--- config.mk ---
export PLATFORM = sky130hd
export DESIGN_NAME = dmem_bus_ctrl
export DESIGN_NICKNAME = d
export VERILOG_FILES = /design/src/rtl/dmem_pkg.sv /design/src/rtl/dmem_watchdog.sv /design/src/rtl/dmem_bus_ctrl.sv
export SDC_FILE = /design/constraint.sdc
export NUM_CORES = 1
export LEC_CHECK = 0
export BUFFER_PORTS_ARGS = -buffer_cell sky130_fd_sc_hd__buf_2
export CAP_MARGIN = 20
export CELL_PAD_IN_SITES_DETAIL_PLACEMENT = 1
export CELL_PAD_IN_SITES_GLOBAL_PLACEMENT = 1
export CORE_ASPECT_RATIO = 0.7
export CORE_MARGIN = 2
export CORE_UTILIZATION = 30
export CTS_BUF_LIST = sky130_fd_sc_hd__clkbuf_2
export CTS_CLUSTER_DIAMETER = 30
export CTS_CLUSTER_SIZE = 8
export DETAILED_ROUTE_END_ITERATION = 7
export HOLD_SLACK_MARGIN = 0.15
export PLACE_DENSITY_LB_ADDON = 0.1
export SYNTH_ARGS = -nofsm -noshare
export SYNTH_HDL_FRONTEND = slang
export SYNTH_SLANG_ARGS = --single-unit
export TNS_END_PERCENT = 1
--- constraint.sdc ---
create_clock -name clk -period 2.52 [get_ports clk]
set_clock_uncertainty 0.05 [all_clocks]
set_input_delay 0.252 -clock clk [delete_from_list [all_inputs] [get_ports clk]]
set_output_delay 0.252 -clock clk [all_outputs]
set_load 0.02 [all_outputs]
--- src/rtl/dmem_pkg.sv ---
// Shared definitions for the data-memory bus controller: FSM state encoding,
// word-alignment mask and the default watchdog limit.
package dmem_pkg;

  typedef enum logic [1:0] {
    IDLE   = 2'd0,
    REQ    = 2'd1,
    WAIT_R = 2'd2,
    RESP   = 2'd3
  } dmem_state_t;

  // Clears the byte offset so the memory always sees a word address.
  localparam logic [31:0] DMEM_WORD_ALIGN = 32'hFFFF_FFFC;

  localparam int DMEM_TIMEOUT_DEFAULT = 255;

endpackage

--- src/rtl/dmem_watchdog.sv ---
// Access watchdog: counts cycles while run is high, restarts on start and
// flags expired once the configured limit has been spent.
module dmem_watchdog
  import dmem_pkg::*;
#(
  parameter int TIMEOUT_CYCLES = DMEM_TIMEOUT_DEFAULT
) (
  input  logic clk,
  input  logic rst_n,
  input  logic start,
  input  logic run,
  output logic expired
);

  // The count saturates at the limit so expired stays asserted until restart.
  localparam logic [15:0] LIMIT = 16'(TIMEOUT_CYCLES - 1);

  logic [15:0] cnt_q;

  // Cycle counter, cleared on every new access.
  always_ff @(posedge clk or negedge rst_n) begin
    if (!rst_n) begin
      cnt_q <= '0;
    end else if (start) begin
      cnt_q <= '0;
    end else if (run && (cnt_q != LIMIT)) begin
      cnt_q <= cnt_q + 16'd1;
    end
  end

  assign expired = run && (cnt_q == LIMIT);

endmodule

--- src/rtl/dmem_bus_ctrl.sv ---
// Data-memory bus controller between the MEM stage and a gnt/rvalid memory
// port. One access in flight; stalls the pipeline via req_ready.
// Optional feature: define DMEM_TIMEOUT_EN to enable the access watchdog,
// which completes a stuck access with rsp_err=1 after TIMEOUT_CYCLES.
module dmem_bus_ctrl
  import dmem_pkg::*;
#(
  parameter int TIMEOUT_CYCLES = DMEM_TIMEOUT_DEFAULT
) (
  input  logic        clk,
  input  logic        rst_n,
  input  logic        req_valid,
  input  logic        req_we,
  input  logic [31:0] req_addr,
  input  logic [31:0] req_wdata,
  input  logic [3:0]  req_wmask,
  output logic        req_ready,
  input  logic        flush,
  output logic        rsp_valid,
  output logic [31:0] rsp_rdata,
  output logic        rsp_err,
  output logic        mem_req,
  output logic        mem_we,
  output logic [31:0] mem_addr,
  output logic [31:0] mem_wdata,
  output logic [3:0]  mem_be,
  input  logic        mem_gnt,
  input  logic        mem_rvalid,
  input  logic [31:0] mem_rdata
);

  dmem_state_t state_q, state_d;

  logic        accept;
  logic        kill_q;
  logic        kill_set;
  logic [31:0] rdata_q;
  logic        rdata_cap;
  logic        tmo;
  logic        zero_rdata;

  // Request fields are captured on acceptance only; outputs are gated by
  // state, so these need no reset.
  logic        we_q;
  logic        noop_q;
  logic [31:0] addr_q;
  logic [31:0] wdata_q;
  logic [3:0]  be_q;

  assign accept = (state_q == IDLE) && req_valid;

`ifdef DMEM_TIMEOUT_EN
  logic err_q;
  logic err_set;

  dmem_watchdog #(
    .TIMEOUT_CYCLES(TIMEOUT_CYCLES)
  ) u_watchdog (
    .clk    (clk),
    .rst_n  (rst_n),
    .start  (accept),
    .run    ((state_q == REQ) || (state_q == WAIT_R)),
    .expired(tmo)
  );

  // A timeout only reports an error when it is what ends a live access.
  assign err_set = tmo &&
                   (((state_q == REQ) && !noop_q && !mem_gnt && !flush) ||
                    ((state_q == WAIT_R) && !mem_rvalid && !kill_q && !flush));

  // Error flag for the current access, cleared by the next acceptance.
  always_ff @(posedge clk or negedge rst_n) begin
    if (!rst_n) begin
      err_q <= 1'b0;
    end else if (accept) begin
      err_q <= 1'b0;
    end else if (err_set) begin
      err_q <= 1'b1;
    end
  end

  assign zero_rdata = we_q | err_q;
  assign rsp_err    = rsp_valid & err_q;
`else
  assign tmo        = 1'b0;
  assign zero_rdata = we_q;
  assign rsp_err    = 1'b0;
`endif

  // Capture the request on acceptance; the address is forced to a word.
  always_ff @(posedge clk) begin
    if (accept) begin
      we_q    <= req_we;
      noop_q  <= req_we && (req_wmask == 4'b0000);
      addr_q  <= req_addr & DMEM_WORD_ALIGN;
      wdata_q <= req_wdata;
      be_q    <= req_wmask;
    end
  end

  // State register.
  always_ff @(posedge clk or negedge rst_n) begin
    if (!rst_n) begin
      state_q <= IDLE;
    end else begin
      state_q <= state_d;
    end
  end

  // Next-state logic; a killed access still finishes its bus handshake but
  // never reaches RESP.
  always_comb begin
    state_d = state_q;
    unique case (state_q)
      IDLE: begin
        if (req_valid) state_d = REQ;
      end
      REQ: begin
        if (noop_q) begin
          state_d = flush ? IDLE : RESP;
        end else if (mem_gnt) begin
          if (we_q) state_d = flush ? IDLE : RESP;
          else      state_d = WAIT_R;
        end else if (flush) begin
          state_d = IDLE;
        end else if (tmo) begin
          state_d = RESP;
        end
      end
      WAIT_R: begin
        if (mem_rvalid || tmo) state_d = (kill_q || flush) ? IDLE : RESP;
      end
      RESP: begin
        state_d = IDLE;
      end
      default: state_d = IDLE;
    endcase
  end

  // A flush that lands on the grant or during WAIT_R leaves the read to drain.
  assign kill_set = flush &&
                    (((state_q == REQ) && mem_gnt) || (state_q == WAIT_R));

  // Kill marker for the in-flight load.
  always_ff @(posedge clk or negedge rst_n) begin
    if (!rst_n) begin
      kill_q <= 1'b0;
    end else if (accept) begin
      kill_q <= 1'b0;
    end else if (kill_set) begin
      kill_q <= 1'b1;
    end
  end

  assign rdata_cap = (state_q == WAIT_R) && mem_rvalid && !kill_q && !flush;

  // Load return data; held until the next completing load.
  always_ff @(posedge clk or negedge rst_n) begin
    if (!rst_n) begin
      rdata_q <= '0;
    end else if (rdata_cap) begin
      rdata_q <= mem_rdata;
    end
  end

  assign req_ready = (state_q == IDLE);
  assign mem_req   = (state_q == REQ) && !noop_q;
  assign mem_we    = mem_req & we_q;
  assign mem_addr  = mem_req ? addr_q  : '0;
  assign mem_wdata = mem_req ? wdata_q : '0;
  assign mem_be    = mem_req ? be_q    : '0;
  assign rsp_valid = (state_q == RESP) && !flush;
  assign rsp_rdata = ((state_q == RESP) && zero_rdata) ? '0 : rdata_q;

endmodule

==> flow_metrics.tcl <==
set metrics [dict create \
    io_pins 212 \
    setup_ws_ps 183 \
    antenna_found_initial 0 \
    drt-pass1-iter-count 4 \
    drive_gt1_share_pct 45.0 \
    synth_mux_area_share_pct 11.0 \
    clk_pin_slew_ps 310 \
    grt_pass1_vias 3803 \
    ys_ff_latch 103 \
    tightest_slew_ps 630 \
    crit_path_start_kind "flip-flop" \
    yosysSeqAreaShare_pct 67.8 \
    synth_top_family_by_area "simple AND/OR/NAND/NOR gates" \
    die_area_um2 15300 \
    viasPerCell 4.26 \
    setup_tns_ps 0 \
    crit_fanout 34 \
    synth_edf_count 68 \
    core_area_um2 14000 \
    rows 36 \
    crit_path_max_incr_delay_ps 540 \
    clkSinkCount 103 \
    setup_viol 0 \
    maxSlewHeadroom_pct 58.0 \
    nNetsFinal 711 \
    vdd_drop_max_mv 0.331 \
    async_reset_ff_share_pct 34.0 \
    routedWlPerCell_um 15.6 \
    p_leak_nw 3.26 \
    fin_total_pwr_mw 5.85 \
    dp_worst_setup_slack_ps 580 \
    cts_buffers 9 \
    drv_slew 0 \
    cts_root_buf "clkbuf_2" \
    critPathCaptureType "primary output" \
    yosys.area_share.adder_pct 0 \
    period_minus_slack_ps 2340 \
    cap_viol_max_count 0 \
    antenna_cells 0 \
    yosys.cell_types.count 30 \
    crit_slowest_cell "dfrtp_2" \
    hold_ws_ps 286 \
    crit_required_ps 2220 \
    initial_core_util_pct 30.8 \
    syn_avg_cell_area_um2 15.3 \
    crit_chain "nor3b_4 > clkbuf_16 > and2_1 > buf_2" \
    port_buffers 206 \
    final_hold_viol_count 0 \
    cts_tree "done" \
    area_growth_pct 58.9 \
    finish.instance_area_um2 6850 \
    dpl-instance-area_um2 5600 \
    clkLatencyLatePin_ps 590 \
    grt_pass1_wl_um 20000 \
    synth_flop_cell "edfxtp_1" \
    dp_hpwl_um 7860 \
    fp.dieH_um 104 \
    timing.fmax_ghz 0.428 \
    final_core_util_pct 49.0 \
    period_share_pct 92.7 \
    totalWireLength_um 12500 \
    drc 0 \
    cts.path.max_buffers 2 \
    vias 3403 \
    final_cells 799 \
    dieWidth_um 147 \
    power_density_nw_per_um2 855 \
    grt_overflow 0 \
    grt_max_degree 70 \
    gr-usage-all-layers_pct 16.5 \
    drt_iter0_drc 92 \
    ant_nets 0 \
    dp_cells 669 \
    crit_arrival_ps 2030 \
    ctsHtreeMaxLevel 3 \
    ys_warn_count 0 \
    hold_path_class "in2reg" \
    netlist_area_um2 4310 \
    synth_xor_area_share_pct 0 \
    critical_path_class "reg2out" \
    synth-compound-area-share_pct 1.48 \
    outcome "finished clean" \
    routabilityCongestion 0.776 \
    synth_cells 281 \
    synthSimpleGateAreaFrac_pct 17.1 \
]
## cells in the mapped netlist, types with 2 or more instances
| master | number | area [um2] |
|---|---|---|
| and2_1 | 102 | 638 |
| edfxtp_1 | 68 | 2040 |
| dfrtp_1 | 35 | 876 |
| mux2_4 | 30 | 450 |
| clkbuf_1 | 10 | 37.5 |
| buf_4 | 3 | 22.5 |
| buf_6 | 3 | 33.8 |
| nor2_1 | 3 | 11.3 |
| a21oi_1 | 2 | 10.0 |
| clkbuf_2 | 2 | 10.0 |
| inv_1 | 2 | 7.51 |
| mux2_2 | 2 | 22.5 |
| nor3_1 | 2 | 10.0 |
## final timing paths
check | startpoint | endpoint | slack [ps] | depth (start not counted)
setup / recovery | state_q[1] | mem_addr[11] | 180 | 4
hold / removal | req_addr[4] | addr_q[4] | 290 | 2
setup reg to reg | noop_q | state_q[0] | 310 | 6
hold reg to reg | rdata_q[15] | rdata_q[15] | 490 | 1
max in group asynchronous | rst_n | state_q[0] | 510 | 4
min in group asynchronous | rst_n | rdata_q[14] | 650 | 3
## metal layers
layer  vias up  track usage [%]  part of all wire [%]
met4         0             5.15                   2.0
met2       112             28.5                    51
met5         -                0                     0
met1      1667             19.6                    40
li1       1605                -                     -
met3        19             5.53                   6.5
## registers in the layout, indices dropped and copies added (netlist names)
register  flops
wdata_q      32
we_q          1
addr_q       30
kill_q        1
rdata_q      32
noop_q        1
be_q          4
state_q       2
## repair_timing
item / 4_1_cts / 5_1_grt
setup buffers: 0 / 4
hold buffers: 109 / 0
hold endpoints to repair: 138 / 0
resized for setup: 0 / 2
setup endpoints to repair: 0 / 67
## cells by family after synthesis
family,count (synthesis)
AND/OR/NAND/NOR,116
flip-flops,103
multiplexers,32
buffers and inverters,20
AO/OA/AOI/OAI,9
other,1
## layout by cell type, fill, tap and decap left out, types with 2 or more instances in the layout
| master | count |
|---|---|
| dlygate4sd3_1 | 109 |
| a21oi_1 | 2 |
| inv_1 | 2 |
| edfxtp_1 | 68 |
| nor3_1 | 2 |
| clkbuf_2 | 9 |
| inv_6 | 3 |
| mux2_2 | 2 |
| buf_12 | 4 |
| mux2_4 | 30 |
| and2_1 | 101 |
| dfrtp_2 | 2 |
| clkinvlp_4 | 2 |
| buf_2 | 206 |
| conb_1 | 3 |
| nor2_1 | 3 |
| buf_4 | 8 |
| dfrtp_1 | 33 |
## final cells by class
type                       count  area (um2)
clock buffer                   9        45.0
fill                        1519        7120
multi-input combinational    160        1290
sequential                   103        2920
timing repair buffer         328        2290
clock inverter                 7        55.1
tap                          190         238
inverter                       2        7.51
## where the power goes
| part | internal [mW] | leakage, nW | total, mW | switching [mW] |
|---|---|---|---|---|
| clock network | 0.142 | 0.0593 | 0.741 | 0.599 |
| logic | 1.18 | 2.12 | 2.62 | 1.43 |
| registers | 2.31 | 1.08 | 2.49 | 0.185 |
| total | 3.63 | 3.26 | 5.85 | 2.22 |
## worst max-delay path: cells and delay by family, from the launching register on
family / cells / cell delay [ps]
flip-flops: 1 / 540
AND/OR/NAND/NOR: 2 / 460
buffers and inverters: 2 / 440
Note: power is estimated with default switching activity, not from simulation.
